`config.mk`:
```
export PLATFORM = sky130hd
export DESIGN_NAME = ram_bist_ctrl
export DESIGN_NICKNAME = d
export VERILOG_FILES = /design/src/rtl/ram_bist_pkg.sv /design/src/rtl/ram_bist_ctrl.sv
export SDC_FILE = /design/constraint.sdc
export NUM_CORES = 1
export LEC_CHECK = 0
export CORE_MARGIN = 2
export CORE_UTILIZATION = 45
export DETAILED_ROUTE_END_ITERATION = 8
export PLACE_DENSITY = 0.74
export SETUP_SLACK_MARGIN = 0.4
export SLEW_MARGIN = 20
export SYNTH_ARGS = -nofsm -noshare
export SYNTH_HDL_FRONTEND = slang
export SYNTH_SLANG_ARGS = --single-unit
```
`constraint.sdc`:
```
create_clock -name clk -period 3 [get_ports clk]
set_clock_uncertainty 0.2 [all_clocks]
set_input_delay 0.9 -clock clk [delete_from_list [all_inputs] [get_ports clk]]
set_output_delay 0.9 -clock clk [all_outputs]
set_load 0.005 [all_outputs]
```
`src/rtl/ram_bist_pkg.sv`:
```
// Shared types and defaults for the RAM fill-and-verify controller.
package ram_bist_pkg;

  localparam int WORD   = 8;
  localparam int ADDR   = 8;
  localparam int MEMS   = 256;
  localparam int OFFSET = 10;

  typedef enum logic [2:0] {
    IDLE,
    WR_SET,
    WR_CLR,
    RD,
    DONE
  } state_t;

  // Test pattern for one word: address plus offset, truncated to the word width.
  function automatic logic [WORD-1:0] pat(input logic [ADDR-1:0] addr);
    logic [31:0] sum;
    sum = 32'(addr) + 32'(OFFSET);
    return sum[WORD-1:0];
  endfunction

endpackage

```
`src/rtl/ram_bist_ctrl.sv`:
```
// Power-on fill-and-verify controller for the 256x8 single-port RAM.
// Writes (addr + OFFSET) to every word with a high-then-low write pulse,
// then reads every word back, counting mismatches and noting the first one.
module ram_bist_ctrl
  import ram_bist_pkg::*;
#(
  parameter int WORD   = ram_bist_pkg::WORD,
  parameter int ADDR   = ram_bist_pkg::ADDR,
  parameter int MEMS   = ram_bist_pkg::MEMS,
  parameter int OFFSET = ram_bist_pkg::OFFSET
) (
  input  logic            clk,
  input  logic            rst_n,
  input  logic            start,
  output logic            busy,
  output logic            done,
  output logic            pass,
  output logic [ADDR:0]   err_cnt,
  output logic [ADDR-1:0] first_err_ad,
  output logic [ADDR-1:0] ram_ad,
  output logic [WORD-1:0] ram_di,
  output logic            ram_w,
  output logic            ram_cs,
  input  logic [WORD-1:0] ram_do
);

  state_t state;
  state_t state_nxt;

  logic [ADDR-1:0] ad_next;
  logic            ad_last;
  logic            mismatch;

  // Pattern computed with this instance's widths so parameter overrides stay consistent.
  function automatic logic [WORD-1:0] pattern(input logic [ADDR-1:0] a);
    logic [31:0] sum;
    sum = 32'(a) + 32'(OFFSET);
    return sum[WORD-1:0];
  endfunction

  assign ad_next  = ram_ad + ADDR'(1);
  assign ad_last  = (ram_ad == ADDR'(MEMS - 1));
  assign mismatch = (ram_do != pattern(ram_ad));
  assign pass     = done && (err_cnt == '0);

  // State register; reset parks the controller in IDLE.
  always_ff @(posedge clk or negedge rst_n) begin
    if (!rst_n) begin
      state <= IDLE;
    end else begin
      state <= state_nxt;
    end
  end

  // Next-state decode and RAM strobes; start only matters in IDLE or DONE.
  always_comb begin
    state_nxt = state;
    ram_w     = 1'b0;
    ram_cs    = 1'b0;
    busy      = 1'b0;
    done      = 1'b0;
    case (state)
      IDLE: begin
        if (start) state_nxt = WR_SET;
      end
      WR_SET: begin
        ram_w     = 1'b1;
        ram_cs    = 1'b1;
        busy      = 1'b1;
        state_nxt = WR_CLR;
      end
      WR_CLR: begin
        busy      = 1'b1;
        state_nxt = ad_last ? RD : WR_SET;
      end
      RD: begin
        ram_cs    = 1'b1;
        busy      = 1'b1;
        state_nxt = ad_last ? DONE : RD;
      end
      DONE: begin
        done = 1'b1;
        if (start) state_nxt = WR_SET;
      end
      default: state_nxt = IDLE;
    endcase
  end

  // Address counter, write data and read-back comparator.
  always_ff @(posedge clk or negedge rst_n) begin
    if (!rst_n) begin
      ram_ad       <= '0;
      ram_di       <= '0;
      err_cnt      <= '0;
      first_err_ad <= '0;
    end else begin
      case (state)
        IDLE, DONE: begin
          if (start) begin
            ram_ad       <= '0;
            ram_di       <= pattern('0);
            err_cnt      <= '0;
            first_err_ad <= '0;
          end
        end
        WR_CLR: begin
          ram_ad <= ad_next;
          ram_di <= pattern(ad_next);
        end
        RD: begin
          if (mismatch) begin
            err_cnt <= err_cnt + {{ADDR{1'b0}}, 1'b1};
            if (err_cnt == '0) first_err_ad <= ram_ad;
          end
          ram_ad <= ad_next;
          ram_di <= pattern(ad_next);
        end
        default: begin
        end
      endcase
    end
  end

endmodule

```
---- Word level (Yosys, flattened, before mapping) ----
Cells that the tools add are included.
word-level totals
  flip-flop bits (word level) ............. 36
  latch bits .............................. 0
  bits in writable memories ............... 0
  bits in read-only memories .............. 0
  word-level logic and storage cells ...... 48
  memories kept ........................... 0
cells by class
  $add $sub $neg .......................... 4
  multipliers ............................. 0
  div/mod/pow operators ................... 0
  order comparisons ....................... 0
  eq/ne operators ......................... 9
  shifts and indexed selects .............. 0
  muxes and demuxes ....................... 18
  bitwise gates (word level) .............. 0
  reductions and logical operators ........ 12
operators with widths
  cell                   count
  $pmux W8 S2            3
  $mux W8                4
  $mux W9                2
  $pmux W9 S2            1
  $add A8 B4 Y8 const B  2
  $pmux W3 S4            1
  $add A9 B1 Y9 const B  1
  $logic_not A9 Y1       1
  $add A8 B1 Y8 const B  1
  $eq A8 B8 Y1 const B   1
  $ne A8 B8 Y1           1
  $eq A3 B2 Y1 const B   2
  $mux W3                2
  $reduce_or A2 Y1       3
  $mux W1                4
  $ne A2 B2 Y1 const B   2
  $reduce_and A4 Y1      1
  $reduce_bool A2 Y1     2
  $eq A3 B1 Y1 const B   1
  $eq A3 B3 Y1 const B   1
  $logic_not A3 Y1       1
  $reduce_and A3 Y1      1
  $reduce_or A3 Y1       1
  $mux W2                1
  other kinds (3)        3

---- Longest topological paths before layout ----
Gate-level depths: netlist of the first run.
  depth after elaboration ................. 4
  gate-level depth with buffers ........... 9
  mapped depth without buffers ............ 7

---- Worst setup path after synthesis of the first run ----
No wires, ideal clock.
  kind .................................... in2reg
  start point ............................. in ram_do[5]
  end point ............................... reg first_err_ad[0]
  arrival ................................. 2.199 ns
  required time ........................... 2.721 ns
  path slack .............................. 0.522 ns
  cell stages on the path ................. 7
  buffers on the path ..................... 1
  path through ............................ xor2_1 nand2b_1 a21oi_1 o2111a_1 buf_6 nor3_4 mux2i_1
between the ends
  cells in the longest elaborated chain, start to end .. 3
ends and longest elaborated chain
  what                         line                  RTL
  from (decl)                  ram_bist_ctrl.sv:24   input logic [WORD-1:0] ram_do
  $ne A8 B8 Y1                 ram_bist_ctrl.sv:43   assign mismatch = (ram_do != pattern(ram_ad));
  $ne A2 B2 Y1 (no line)       n/a
  $reduce_and A4 Y1 (no line)  n/a
  to (signal assigned)         ram_bist_ctrl.sv:113  if (err_cnt == '0) first_err_ad <= ram_ad;
  to (decl)                    ram_bist_ctrl.sv:19   output logic [ADDR-1:0] first_err_ad,
No other way between the ends.
A chain may end at the register's enable or synchronous reset.

---- Final worst setup path of the first run ----
  start point ............................. reg err_cnt[6]
  end point ............................... out pass
between the ends
  cells in the longest elaborated chain, start to end .. 2
ends and longest elaborated chain
  what                    line                  RTL
  from (decl)             ram_bist_ctrl.sv:18   output logic [ADDR:0] err_cnt,
  from (signal assigned)  ram_bist_ctrl.sv:112  err_cnt <= err_cnt + {{ADDR{1'b0}}, 1'b1};
  $logic_not A9 Y1        ram_bist_ctrl.sv:44   assign pass = done && (err_cnt == '0);
  $logic_and A1 B1 Y1     ram_bist_ctrl.sv:44
  to (decl)               ram_bist_ctrl.sv:17   output logic pass,
No other way between the ends.

==> results of run 1 <==
## critical path, cell delays in order (launching register included)
cell and delay, ns:
dfrtp_1 0.45, nor4_1 0.34, nand2_1 0.13, nor2_1 0.13, clkbuf_2 0.12
## Yosys cell counts, types with 2 or more instances
library cell   n
a21oi_1        7
buf_4          5
buf_6          2
clkbuf_1       7
dfrtp_1       35
ha_1           5
inv_1         12
inv_2          2
mux2i_1       14
nand2_1       40
nand2b_1       2
nand3_1       11
nand4_1        3
nor2_1        13
nor3_1         6
nor3b_1        2
nor4_1         3
nor4b_1        2
o21ai_0       12
o21ai_1        5
o31ai_1        3
xnor2_1       14
xor2_1         8
## stage by stage
step / std cells / area (um^2) / power [W] / util, % / setup TNS, ns
floorplan: 236 / 2108 / 0.001552 / - / 0
global placement: 328 / 2618 / 0.002021 / 58.90 / -0.6014
detailed placement: 328 / 2618 / 0.002041 / 58.90 / -1.647
CTS: 340 / 2775 / 0.002433 / 62.44 / 0
global route: 341 / 2824 / 0.002665 / 63.54 / 0
finish: 341 / 2824 / 0.002467 / 63.54 / 0
## report_power, final
group	internal, W	total (W)	switching [W]
Combinational	0.000701	0.00127	0.000572
Sequential	0.000638	0.000861	0.000223
Clock	0.000163	0.000334	0.000171
Total	0.00150	0.00247	0.000965
## cell type report
class                      count  area share (%)
timing repair buffer          61           21.00
tap                           52           2.304
inverter                      14           1.861
clock inverter                 1          0.1772
clock buffer                   7           2.703
sequential                    35           31.19
multi-input combinational    171           40.76
## what timing repair did
item                                    4_1_cts  5_1_grt
gates resized for setup                      14       15
cloned                                        0        0
pin swaps                                     9        6
buffers inserted                              4        1
endpoints found under the setup margin       19       16
hold endpoints to repair                      0        0
## cell families after synthesis
logic type	after synthesis	synth area share, %
AO/OA/AOI/OAI	38	11.22
XOR/XNOR	22	9.140
multiplexers	15	7.181
AND/OR/NAND/NOR	91	20.89
adder cells (fa/ha/maj)	5	2.967
buffers and inverters	30	7.062
flip-flops	35	41.54
## metal layers
metal	share of wire (%)	track usage, %
met3	3.9	4.444
met2	46	31.40
met1	48	28.61
met5	0	0
met4	1.6	6.584
## sequential cells by signal (all words and copies together), names as in the netlist
signal,cells
state,3
err_cnt,9
first_err_ad,8
ram_di,7
ram_ad,8
## worst max-delay path by stage
| stage | from | to | slack (ns) | cells past startpoint |
|---|---|---|---|---|
| after floorplan | ram_do[5] | first_err_ad[0] | 0.52 | 7 |
| after global placement | ram_do[5] | err_cnt[8] | -0.06 | 7 |
| after detailed placement | ram_do[5] | err_cnt[8] | -0.15 | 7 |
| after CTS | err_cnt[0] | pass | 0.40 | 6 |
| after global routing | err_cnt[6] | pass | 0.37 | 4 |
| final | err_cnt[6] | pass | 0.44 | 4 |
==> results.cfg, run 1 <==
[synth]
syn_nets = 252
syn-instance-count = 236
async_flop_share_pct = 100.0
synth_area_leaders = dfrtp_1, nand2_1, mux2i_1, xnor2_1, xor2_1
ys_seq_area_share_pct = 41.54
synthDistinctLibCells = 46
synth_edf_count = 0
synth_ff_type = dfrtp_1
syn_avg_cell_area_um2 = 8.933
synth_top_cell_by_area = dfrtp_1
yosysTopAreaCellShare_pct = 41.54
ys_seq_elements = 35
netlist_area_um2 = 2108
yosysWarnings = 0

[place]
numPortBuffers = 48
hpwl_um = 3500
place.gp.congestion = 0.8618
place_ws_ns = -0.1473

[layout]
layout.nets = 304
regArea_um2 = 880.8
diodes = 0
syn_to_final_growth_pct = 33.95
final_cell_mix = clkdlybuf4s50_1, nand2_1, dfrtp_1
nFillCells = 396
multi_input_area_um2 = 1151
final_common_cell = clkdlybuf4s50_1
drive_gt1_share_pct = 14.88

[critical_path]
critPathLaunchType = register
worstSetupPathType = register to output pin
critPathMaxFanout = 6
reg2reg_depth = 8
end_kind = output pin
r2r_start = ram_ad[2]
crit_required_ns = 1.90
r2r_slack_ns = 0.57
critPathArrivalTime_ns = 1.46
r2r-end = err_cnt[7]

[route]
drt_iter0_drc = 89
dr.pass1.iters = 4
routed_via_density = 5.463
drt_wl_total_um = 5104
wire_per_inst_um = 14.97
ant_nets = 0
drc = 0
num_vias = 1863

[grt]
grt_overflow_total = 0
grt_usage_pct = 20.35
grt_max_degree = 36
antenna_found_initial = 0
grt_pass1_vias = 1769
grt_pass1_wl_um = 8376

[sta]
final.setup.worst_slack_ns = 0.4448
fin_crit_sh_pct = 85.17
slew_headroom_pct = 61.02
tightest_slew_ns = 0.5848
whs_ns = 0.3138
hold_viol_final = 0
rsz0062_at_grt = yes
period_needed_ns = 2.555
report.final.slew_viol_count = 0
fmax_mhz = 391.4
setup_viol = 0

[clock_network]
cts_tree = built
cts.sinks = 35
root_buffer = clkbuf_8
clk_pin_slew_ns = 0.07
cts_inserted_buffers = 5
h-tree-depth = 2
cts_hold_buf = 0
clk_path_buf_depth = 2
clock_latency_ns = 0.29

[die]
die_area_um2 = 5248
chipWidth_um = 72.45
core_um2 = 4444
ioPinCount = 49
start_util_pct = 47.44
fp.dieH_um = 72.45
row_count = 24

[worst_hold_path]
min_path_cells = 2
min_to = ram_di[7]
hold_path.class = register to register
min_from = ram_di[7]

[pwr]
p_leak_nw = 1.219
ir_worst_vdd_mv = 0.4006
powerDensity_nw_per_um2 = 873.5

[run]
maxCapViolations = 0

[status]
status = finished clean
No activity file was read; power rests on OpenSTA's default activity.
==> run 2, diff against run 1 <==
--- a/config.mk
+++ b/config.mk
@@ -6,9 +6,9 @@
 export NUM_CORES = 1
 export LEC_CHECK = 0
 export CORE_MARGIN = 2
-export CORE_UTILIZATION = 45
+export CORE_UTILIZATION = 49
 export DETAILED_ROUTE_END_ITERATION = 8
-export PLACE_DENSITY = 0.74
+export PLACE_DENSITY = 0.8
 export SETUP_SLACK_MARGIN = 0.4
 export SLEW_MARGIN = 20
 export SYNTH_ARGS = -nofsm -noshare
==> run 2 against run 1 <==
Design area is essentially flat. Maximum frequency down 1.9%. Largest cell class unchanged. Worst hold slack gained 0.0014 ns. Critical path type unchanged. Power increased by 1.6%.
==> results.cfg, run 2 (synthesis gave the netlist of run 1 again) <==
[grt]
grt_pass1_vias = 1800
grt_max_degree = 36
grt_overflow_total = 0
grt_usage_pct = 23.29
grt_pass1_wl_um = 8983
antenna_found_initial = 0

[run]
maxCapViolations = 0

[critical_path]
r2r_slack_ns = 0.54
crit_required_ns = 1.90
crit_chain = nor2_4 > nand2_2 > inv_1 > clkdlybuf4s50_1
cp-endpoint = done
critPathMaxFanout = 3
r2r-end = err_cnt[3]
reg2reg_depth = 7
critPathLaunchType = register
end_kind = output pin
max_stage_delay_ns = 0.49
critPathArrivalTime_ns = 1.50
r2r_start = ram_ad[2]
crit_slowest_cell = clkdlybuf4s50_1
critPathLaunch = state[0]
worstSetupPathType = register to output pin

[sta]
period_needed_ns = 2.605
rsz0062_at_grt = yes
fin_crit_sh_pct = 86.83
setup_viol = 0
report.final.slew_viol_count = 0
slew_headroom_pct = 60.99
final.setup.worst_slack_ns = 0.3952
fin_setup_tns_ns = 0
tightest_slew_ns = 0.5851
hold_viol_final = 0
fmax_mhz = 383.9

[layout]
stdcell_count = 341
largest_reg_flops = 9
largest_register = err_cnt
drive_gt1_share_pct = 15.81
diodes = 0
final_cell_mix = clkdlybuf4s50_1, nand2_1, dfrtp_1
final_common_cell = clkdlybuf4s50_1
nFillCells = 314
reg_top3 = err_cnt (9), first_err_ad (8), ram_ad (8)
syn_to_final_growth_pct = 33.83
final_core_util_pct = 69.53
fin_area_um2 = 2821
layout.nets = 307

[route]
drt_iter0_drc = 90
ant_nets = 0
routed_via_density = 5.531
dr.pass1.iters = 4
drc = 0
wire_per_inst_um = 15.58
drt_wl_total_um = 5312
num_vias = 1886

[clock_network]
clock_latency_ns = 0.29
h-tree-depth = 2
root_buffer = clkbuf_8
cts_hold_buf = 0
clk_pin_slew_ns = 0.07
clk_path_buf_depth = 2
cts_tree = built
cts_inserted_buffers = 5
cts.sinks = 35

[pwr]
ir_worst_vdd_mv = 0.3683
p_leak_nw = 1.188
powerDensity_nw_per_um2 = 888.6

[die]
core_um2 = 4058
chipWidth_um = 69.60
row_count = 23
ioPinCount = 49
fp.dieH_um = 69.60
die_area_um2 = 4843
start_util_pct = 51.96

[place]
hpwl_um = 3596
numPortBuffers = 48
place.gp.congestion = 0.8481
place_inst = 326
placed_area_um2 = 2615
place_ws_ns = -0.1335

[worst_hold_path]
hold_path.class = register to register
min_path_cells = 2

[status]
status = finished clean
run 2: through the flow:
stage / power [W] / hold slack [ns]
floorplan: 0.001552 / 0.2937
global placement: 0.002018 / 0.2880
CTS: 0.002466 / 0.3157
detailed placement: 0.002067 / 0.2988
finish: 0.002507 / 0.3152
global route: 0.002705 / 0.3392
run 2: worst min-delay path by stage:
stage | from | end | slack, ns
detailed placement | ram_di[7] | ram_di[7] | 0.30
CTS | ram_di[7] | ram_di[7] | 0.32
finish | ram_di[7] | ram_di[7] | 0.32
global placement | ram_di[5] | ram_di[5] | 0.29
floorplan | ram_di[5] | ram_di[5] | 0.29
global route | ram_di[7] | ram_di[7] | 0.34
run 2: critical path, delay by kind of cell (launching register included):
kind                   cells  cell delay, ns
buffers and inverters      2            0.56
DFF                        1            0.41
and+or+nand+nor            2            0.24
run 2: cell type report:
| type | count | area (um^2) | area share, % |
|---|---|---|---|
| multi-input cells | 171 | 1131 | 40.09 |
| flip-flops and latches | 35 | 882.1 | 31.26 |
| inverters | 14 | 52.55 | 1.863 |
| repair buffers | 64 | 605.6 | 21.46 |
| clock buffers | 6 | 82.58 | 2.927 |
| well taps | 50 | 62.56 | 2.217 |
| clock inverters | 1 | 5.005 | 0.1774 |
run 2: timing repair:
item,4_1_cts,5_1_grt
setup endpoints to repair,21,26
pin swaps,6,2
gates cloned,0,0
buffers inserted,5,3
resized for setup,13,10
run 2: where the power goes:
part,switching (W),total (W),internal [W]
combinational,0.000592,0.00129,0.000698
clock,0.000178,0.000359,0.000180
sequential,0.000220,0.000859,0.000640
total,0.000989,0.00251,0.00152
run 2: routing by layer:
| metal | wire length (um) | vias up | global-route usage, % | part of all wire, % |
|---|---|---|---|---|
| met4 | 108 | 0 | 8.061 | 2.0 |
| met3 | 349 | 9 | 5.233 | 6.6 |
| met1 | 2377 | 894 | 33.52 | 45 |
| met2 | 2476 | 74 | 34.51 | 47 |
| li1 | - | 909 | - | - |
| met5 | 0 | - | 0 | 0 |
==> run 3, diff against run 2 <==
--- a/config.mk
+++ b/config.mk
@@ -5,9 +5,12 @@
 export SDC_FILE = /design/constraint.sdc
 export NUM_CORES = 1
 export LEC_CHECK = 0
+export CELL_PAD_IN_SITES_DETAIL_PLACEMENT = 0
+export CELL_PAD_IN_SITES_GLOBAL_PLACEMENT = 1
 export CORE_MARGIN = 2
-export CORE_UTILIZATION = 49
+export CORE_UTILIZATION = 47
 export DETAILED_ROUTE_END_ITERATION = 8
+export DONT_BUFFER_PORTS = 1
 export PLACE_DENSITY = 0.8
 export SETUP_SLACK_MARGIN = 0.4
 export SLEW_MARGIN = 20
==> constraint.sdc (replaced) <==
create_clock -name clk -period 3 [get_ports clk]
set_clock_uncertainty 0.2 [all_clocks]
set_input_delay 0.6 -clock clk [delete_from_list [all_inputs] [get_ports clk]]
set_output_delay 0.6 -clock clk [all_outputs]
set_load 0.005 [all_outputs]
==> run 3 against run 2 <==
Critical path depth increased by 3. Flip-flop and latch count unchanged. Highest routed layer unchanged. Count of clock-buffer cells in the layout stayed put. Largest power group is now registers.
==> results.cfg, run 3 (synthesis gave the netlist of run 1 again) <==
[sta]
setup_viol = 0
fmax_mhz = 411.9
rsz0062_at_grt = no
fin_crit_sh_pct = 80.92
hold_viol_final = 0
fin_setup_tns_ns = 0
slew_headroom_pct = 61.42
tightest_slew_ns = 0.5787
report.final.slew_viol_count = 0
period_needed_ns = 2.428

[route]
routed_via_density = 5.686
dr_wl_met3_um = 352
num_vias = 1632
ant_nets = 0
m1WireLength_um = 2208
drt_wl_total_um = 4813
drt_iter0_drc = 79
wire_per_inst_um = 16.77
drc = 0
route.met2.wl_um = 2173
top_layer = met4
dr.pass1.iters = 4

[grt]
antenna_found_initial = 0
grt_max_degree = 36
grt_pass1_wl_um = 8107
grt_overflow_total = 0
grt_usage_pct = 20.50
grt_pass1_vias = 1620

[critical_path]
cp_num_buf_inv = 0
max_stage_delay_ns = 0.52
critPathMaxFanout = 11
critPathArrivalTime_ns = 2.44
crit_required_ns = 3.02
cp_top_family = compound AO/OA/AOI/OAI gates
crit_chain = ha_2 > xnor2_1 > a21oi_2 > a21oi_1 > o2111a_2 > or4_1 > a21oi_1
critPathLaunchType = register
crit_slowest_cell = or4_1
end_kind = register
worstSetupPathType = register to register
critPathMostFrequentCell = a21oi_1

[clock_network]
cts_inserted_buffers = 5
clock_latency_ns = 0.29
cts.sinks = 35
clk_pin_slew_ns = 0.07
cts_tree = built
h-tree-depth = 2
root_buffer = clkbuf_8
clk_path_buf_depth = 2

[pwr]
powerDensity_nw_per_um2 = 953.0
p_leak_nw = 0.9600
fin_total_pwr_w = 0.002171
ir_worst_vdd_mv = 0.4913

[layout]
final_common_cell = nand2_1
syn_to_final_growth_pct = 8.071
drive_gt1_share_pct = 10.64
reg_top3 = err_cnt (9), first_err_ad (8), ram_ad (8)
multi_input_area_um2 = 1087
regArea_um2 = 875.8
diodes = 0
fin_area_um2 = 2278
largest_register = err_cnt
largest_reg_flops = 9
final_cell_mix = nand2_1, dfrtp_1, xnor2_1, mux2i_1, nor2_1
nFillCells = 435
layout.nets = 250

[place]
place.gp.congestion = 0.8040
hpwl_um = 3311
numPortBuffers = 0
placed_area_um2 = 2107

[worst_hold_path]
hold_path.class = input port to register

[status]
status = finished clean

[die]
core_um2 = 4324
chipWidth_um = 70.98
die_area_um2 = 5037
ioPinCount = 49
fp.dieH_um = 70.98
row_count = 24
start_util_pct = 48.76

[run]
maxCapViolations = 0
run 3: metal layers:
| layer | track usage [%] | vias to the layer above |
|---|---|---|
| li1 | - | 796 |
| met1 | 27.16 | 780 |
| met2 | 31.67 | 49 |
| met3 | 6.838 | 7 |
| met4 | 6.918 | 0 |
| met5 | 0 | - |
run 3: final timing paths:
kind	slack, ns	start	cells past startpoint	end
max	0.57	ram_ad[1]	7	err_cnt[8]
min reg2reg	0.33	ram_di[5]	2	ram_di[5]
min	0.22	start	1	state[2]
max in group asynchronous	1.84	rst_n	2	ram_di[7]
min in group asynchronous	0.57	rst_n	2	first_err_ad[1]
max reg2reg	0.57	ram_ad[1]	7	err_cnt[8]
run 3: per-stage QoR:
step	hold WS (ns)	instances	setup slack, ns	utilization [%]
2_1_floorplan	0.1044	236	0.6895	-
3_3_place_gp	0.1053	276	0.4606	48.73
3_5_place_dp	0.1052	276	0.3893	48.73
4_1_cts	0.2018	287	0.4185	52.60
5_1_grt	0.2100	287	0.4022	52.69
6_report	0.2155	287	0.5724	52.69
run 3: worst register-to-register path, delay by kind of cell, from the launching register on:
kind | cells | cell delay (ns)
AO/OA/AOI/OAI | 4 | 0.70
XOR/XNOR | 1 | 0.11
flip-flops | 1 | 0.51
AND/OR/NAND/NOR | 1 | 0.52
adder cells (fa/ha/maj) | 1 | 0.32
run 3: final cells by class:
class / count / area share [%]
clock buffers: 6 / 3.624
clock inverters: 2 / 1.538
inverters: 14 / 2.306
multi-input cells: 171 / 47.72
flip-flops and latches: 35 / 38.44
well taps: 52 / 2.856
repair buffers: 7 / 3.515
run 3: repair_timing:
action	CTS	global route
endpoints found under the hold margin	35	0
setup buffers	1	0
pin swaps	1	0
endpoints found under the setup margin	8	14
hold buffers	2	0
gates resized for setup	0	2
run 3: where the power goes:
part	switching (W)	total [W]	internal, W
combinational	0.000470	0.000857	0.000387
clock	0.000176	0.000445	0.000269
sequential	0.000232	0.000869	0.000636
total	0.000879	0.00217	0.00129
